===== config.mk =====
export PLATFORM = sky130hd
export DESIGN_NAME = psram_arbiter
export DESIGN_NICKNAME = d
export VERILOG_FILES = /design/src/rtl/psram_arb_pkg.sv /design/src/rtl/psram_arbiter_rr_pick.sv /design/src/rtl/psram_arbiter.sv
export SDC_FILE = /design/constraint.sdc
export NUM_CORES = 1
export LEC_CHECK = 0
export ABC_AREA = 1
export BUFFER_PORTS_ARGS = -buffer_cell sky130_fd_sc_hd__buf_2
export CAP_MARGIN = 20
export CORE_AREA = 4 4 142 144
export CTS_CLUSTER_SIZE = 20
export DETAILED_ROUTE_END_ITERATION = 16
export DIE_AREA = 0 0 146 148
export GPL_TIMING_DRIVEN = 1
export PLACE_DENSITY = 0.54
export SYNTH_ARGS = -nofsm -noshare
export SYNTH_HDL_FRONTEND = slang
export SYNTH_SLANG_ARGS = --single-unit

===== constraint.sdc =====
create_clock -name clk -period 3.88 [get_ports clk]
set_clock_uncertainty 0.15 [all_clocks]
set_input_delay 0.776 -clock clk [delete_from_list [all_inputs] [get_ports clk]]
set_output_delay 0.776 -clock clk [all_outputs]
set_load 0.05 [all_outputs]

===== src/rtl/psram_arb_pkg.sv =====
// Shared types for the PSRAM port arbiter.
package psram_arb_pkg;

    typedef enum logic [1:0] {
        ARB,
        ISSUE,
        WAIT_RD
    } arb_state_t;

    typedef enum logic {
        RD,
        WR
    } arb_op_t;

endpackage


===== src/rtl/psram_arbiter_rr_pick.sv =====
// Combinational round-robin picker: first set bit of req at or after ptr, wrapping.
module rr_pick #(
    parameter int unsigned N = 4
) (
    input  logic [N-1:0]         req,
    input  logic [$clog2(N)-1:0] ptr,
    output logic                 found,
    output logic [$clog2(N)-1:0] idx
);

    localparam int unsigned W = $clog2(N);

    int unsigned pos;

    // Scan N positions starting at ptr; the modulo makes non-power-of-2 N wrap correctly.
    always_comb begin
        found = 1'b0;
        idx   = '0;
        pos   = 0;
        for (int unsigned k = 0; k < N; k++) begin
            pos = (32'(ptr) + k) % N;
            if (!found && req[W'(pos)]) begin
                found = 1'b1;
                idx   = W'(pos);
            end
        end
    end

endmodule


===== src/rtl/psram_arbiter.sv =====
// Round-robin arbiter sharing one psram read/write port pair between CLIENTS requesters.
module psram_arbiter
    import psram_arb_pkg::*;
#(
    parameter int unsigned CLIENTS      = 4,
    parameter int unsigned ADDRESS_BITS = 23,
    parameter int unsigned DATA_BITS    = 16,
    parameter int unsigned RD_LATENCY   = 4,
    parameter bit          WRITE_WINS   = 1'b1
) (
    input  logic                              clk,
    input  logic                              reset,
    input  logic [CLIENTS-1:0]                c_rd_en,
    input  logic [CLIENTS*ADDRESS_BITS-1:0]   c_rd_address,
    output logic [CLIENTS-1:0]                c_rd_ack,
    output logic [CLIENTS-1:0]                c_rd_valid,
    output logic [DATA_BITS-1:0]              c_rd_data,
    input  logic [CLIENTS-1:0]                c_wr_en,
    input  logic [CLIENTS*ADDRESS_BITS-1:0]   c_wr_address,
    input  logic [CLIENTS*DATA_BITS-1:0]      c_wr_data,
    output logic [CLIENTS-1:0]                c_wr_ack,
    output logic                              mem_rd_en,
    output logic [ADDRESS_BITS-1:0]           mem_rd_address,
    input  logic                              mem_rd_ack,
    input  logic [DATA_BITS-1:0]              mem_rd_data,
    output logic                              mem_wr_en,
    output logic [ADDRESS_BITS-1:0]           mem_wr_address,
    output logic [DATA_BITS-1:0]              mem_wr_data,
    input  logic                              mem_wr_ack
);

    localparam int unsigned GW = $clog2(CLIENTS);
    localparam int unsigned CW = $clog2(RD_LATENCY + 1);
    localparam logic [GW-1:0] LAST_CLIENT = GW'(CLIENTS - 1);
    localparam logic [CW-1:0] CNT_DONE    = CW'(RD_LATENCY);

    arb_state_t         state, state_n;
    arb_op_t            op, op_n;
    logic [GW-1:0]      rr_ptr, rr_ptr_n;
    logic [GW-1:0]      grant, grant_n;
    logic [GW-1:0]      grant_inc;
    logic [CW-1:0]      cnt, cnt_n;
    logic [CLIENTS-1:0] req;
    logic               pick_found;
    logic [GW-1:0]      pick_idx;

    assign req = c_rd_en | c_wr_en;

    rr_pick #(
        .N (CLIENTS)
    ) u_rr_pick (
        .req   (req),
        .ptr   (rr_ptr),
        .found (pick_found),
        .idx   (pick_idx)
    );

    assign grant_inc = (grant == LAST_CLIENT) ? '0 : grant + GW'(1);

    // State, pointer, grant, op and latency counter registers.
    always_ff @(posedge clk) begin
        if (reset) begin
            state  <= ARB;
            op     <= RD;
            rr_ptr <= '0;
            grant  <= '0;
            cnt    <= '0;
        end else begin
            state  <= state_n;
            op     <= op_n;
            rr_ptr <= rr_ptr_n;
            grant  <= grant_n;
            cnt    <= cnt_n;
        end
    end

    // Address and write data always follow the granted client.
    always_comb begin
        mem_rd_address = '0;
        mem_wr_address = '0;
        mem_wr_data    = '0;
        for (int unsigned i = 0; i < CLIENTS; i++) begin
            if (grant == GW'(i)) begin
                mem_rd_address = c_rd_address[i*ADDRESS_BITS +: ADDRESS_BITS];
                mem_wr_address = c_wr_address[i*ADDRESS_BITS +: ADDRESS_BITS];
                mem_wr_data    = c_wr_data[i*DATA_BITS +: DATA_BITS];
            end
        end
    end

    assign c_rd_data = mem_rd_data;

    // Next-state logic plus memory enables and client strobes.
    always_comb begin
        state_n    = state;
        op_n       = op;
        rr_ptr_n   = rr_ptr;
        grant_n    = grant;
        cnt_n      = cnt;
        mem_rd_en  = 1'b0;
        mem_wr_en  = 1'b0;
        c_rd_ack   = '0;
        c_wr_ack   = '0;
        c_rd_valid = '0;

        case (state)
            ARB: begin
                if (pick_found) begin
                    grant_n = pick_idx;
                    if (c_wr_en[pick_idx] && (!c_rd_en[pick_idx] || WRITE_WINS)) begin
                        op_n = WR;
                    end else begin
                        op_n = RD;
                    end
                    state_n = ISSUE;
                end
            end

            ISSUE: begin
                mem_wr_en = (op == WR) && c_wr_en[grant];
                mem_rd_en = (op == RD) && c_rd_en[grant];
                c_wr_ack[grant] = mem_wr_en && mem_wr_ack;
                c_rd_ack[grant] = mem_rd_en && mem_rd_ack;
                if (mem_wr_en) begin
                    if (mem_wr_ack) begin
                        rr_ptr_n = grant_inc;
                        state_n  = ARB;
                    end
                end else if (mem_rd_en) begin
                    if (mem_rd_ack) begin
                        rr_ptr_n = grant_inc;
                        cnt_n    = CW'(1);
                        state_n  = WAIT_RD;
                    end
                end else begin
                    // Client withdrew its request before the controller accepted it.
                    state_n = ARB;
                end
            end

            WAIT_RD: begin
                cnt_n = cnt + CW'(1);
                if (cnt == CNT_DONE) begin
                    c_rd_valid[grant] = 1'b1;
                    state_n           = ARB;
                end
            end

            default: state_n = ARB;
        endcase

        // Registers may still hold a stale state while reset is asserted.
        if (reset) begin
            mem_rd_en  = 1'b0;
            mem_wr_en  = 1'b0;
            c_rd_ack   = '0;
            c_wr_ack   = '0;
            c_rd_valid = '0;
        end
    end

endmodule


==> summary.md <==
| Metric | Value |
|---|---|
| Filler instances | 2109 |
| H-tree Lvls | 1 |
| CTS tree | done |
| DRT Wirelength | 17800 um |
| Hold WC Path Type | reg -> reg |
| Setup TNS | 0 ns |
| Antenna violations before repair | 3 |
| Synth cell count leaders | nand2_1 (97), nor2_1 (84), a221oi_1 (62), o31ai_1 (62), clkbuf_1 (32) |
| Achievable Freq | 296 MHz |
| Max Cap Violations | 0 |
| Cell variety after synth | 35 |
| Status | complete, no violations |
| GR Overflow Total | 0 |
| Average vias per placed instance | 4.65 |
| Tot GR Track Use | 0.148 |
| PwrDens | 544 nW/um^2 |
| Slew @ Worst Pin | 0.731 ns |
| Critical Path Start | grant[1] |
| Crit path kind | reg -> out |
| Count leader, synth | nand2_1 |
| Vias in the first global route | 4411 |
| Hold slack | 0.334 ns |
| Fin. max-slew vios | 0 |
| Core area | 18700 sq um |
| Cts bufs inserted | 3 |
| Worst-Skew Late Latency | 0.23 ns |
| Worst-path clk slew | 0.04 ns |
| Largest net degree at the start of global routing | 65 |
| Area grow syn2layout | 68.6% |
| Final net count | 1047 |
| Mean post-synth cell area | 6.01 sq um |
| Critical path data required time | 2.95 ns |
| Crit path max fanout | 51 |
| RSZ-0062 raised after global routing | no |
| Die Wd | 146 um |
| Max Root-Sink Buffers | 2 |
| Iter 0 DRT Violations | 263 |
| Yosys top cell area share | 0.191 |
| FFs w/ async S/R, synth | 0 |
| CTS resizes | 0 |
| IO buf count | 335 |
| DRC | 0 |
| Post-synth top flop | dfxtp_1 |
| Boundary pin count | 368 |
| Antenna viol nets, final | 0 |
| Arr. time, crit path | 2.45 ns |
| Worst vdd rail ir drop | 0.196 mV |
| Die H | 148 um |
| Final Util | 0.256 |
| Detailed placer's ending HPWL | 14300 um |
| Worst Min Path Start | cnt[1] |
| Final Hold Fails | 0 |
| Worst setup EP type | output pin |
| Final instance area | 4790 sq um |
| Leading area contributor after synthesis | a221oi_1 |
| Layout cells sized above 1 | 0.518 |
| Crit-path slowest cell | dfxtp_1 |
| Hold buffer count at cts | 0 |
| Synthesized Nets | 755 |
| EDFF count, synth | 0 |
| Post-synthesis cell area | 2840 sq um |
| CP Cell Sequence | inv_1, ha_2, nor2_4, buf_12, a221oi_1, o31ai_1, buf_2 |
| Tcrit/Tclk final | 0.869 |
| CTS sink cnt | 10 |
| Wire length per cell | 17.8 um |
| Initial Util | 0.152 |
| Die ar. | 21600 sq um |
| Row count | 50 |
| Slew HR | 0.513 |
| First-pass GRT wire length | 25900 um |
| Final setup viols | 0 |
| Post-Syn Instances | 473 |
| Flop and latch count out of synthesis | 10 |
| Worst R2R Setup Slack | 1.95 ns |
| Pleak | 0.00239 uW |
| Seq/Total Area, Yosys | 0.0705 |
| Routed via count | 4645 |
| Top cells by area, synth | a221oi_1 (19%), o31ai_1 (16%), nand2_1 (13%) |
| Synth warn | 0 |
| Setup bufs post-CTS | 0 |
| Root Buffer | clkbuf_16 |
| Final GP Congestion | 0.887 |
| Placed inst area | 4710 sq um |
| Final Critical Period | 3.37 ns |
| Startpoint Class | register |
| Worst R2R Start | rr_ptr[0] |
| First-pass iteration count of the detailed router | 4 |
| Largest incremental delay on the critical path | 0.45 ns |
[final timing paths]
kind                       endpoint  cells past startpoint
setup / recovery  mem_wr_address[4]                      7
setup reg to reg                 op                     13
hold reg to reg              cnt[1]                      2
hold / removal               cnt[1]                      2
[where the power goes]
part	internal [uW]	leakage [uW]	switching, uW	total (uW)
Sequential	116	0.0000819	18.5	135
Clock	133	0.0000370	44.3	178
Combinational	626	0.00227	1670	2290
[registers in the layout, summed over array words and instances, names as in the netlist]
register,count
cnt,3
grant,2
rr_ptr,2
state,2
op,1
[routing by layer]
layer / wire (um) / up-vias / track usage
met1: 7260 / 2088 / 0.188
met5: 0 / - / 0
met4: 268 / 0 / 0.0263
li1: - / 2285 / -
met3: 1690 / 22 / 0.0414
met2: 8600 / 250 / 0.252
[placed cells by master (no fill, tap or decap), drive strengths merged]
cell type    n
a211oi       2
a21oi       11
a221oi      62
a31oi        1
buf        345
clkbuf       3
dfxtp       10
diode        2
ha           6
inv         26
nand2      117
nand3       14
nand4        2
nor2        86
nor3         4
o211ai       1
o21ai        7
o21bai       1
o22ai        1
o31ai       62
or2          1
xor2         1
[cells by family after synthesis]
group,synth area share
xor gates and xnor gates,0.00308
adders and majority gates,0.0264
AOI/OAI and AO/OA,0.410
DFF,0.0705
buffers and inverters,0.141
and+or+nand+nor,0.348
[critical path: cells and delay by family (launching register included)]
| family | cells | cell delay (ns) |
|---|---|---|
| AOI/OAI and AO/OA | 2 | 0.58 |
| buffers and inverters | 3 | 0.73 |
| adders and majority gates | 1 | 0.23 |
| DFF | 1 | 0.45 |
| and+or+nand+nor | 1 | 0.14 |
[stage by stage]
step	setup slack [ns]	power (uW)	cells
6_report	0.507	2610	999
5_1_grt	0.453	2740	999
4_1_cts	0.538	2630	997
3_5_place_dp	0.808	2440	994
3_3_place_gp	0.739	2440	994
2_1_floorplan	0.382	1780	473
[layout make-up]
type,count,area (sq um),share of cell area
antenna,2,5.00,0.00104
tap,234,293,0.0611
inverter,26,108,0.0225
timing repair buffer,345,1850,0.385
clock buffer,3,75.1,0.0157
multi-input combinational,379,2260,0.473
sequential,10,200,0.0418
Note: power is estimated with default switching activity, not from simulation.
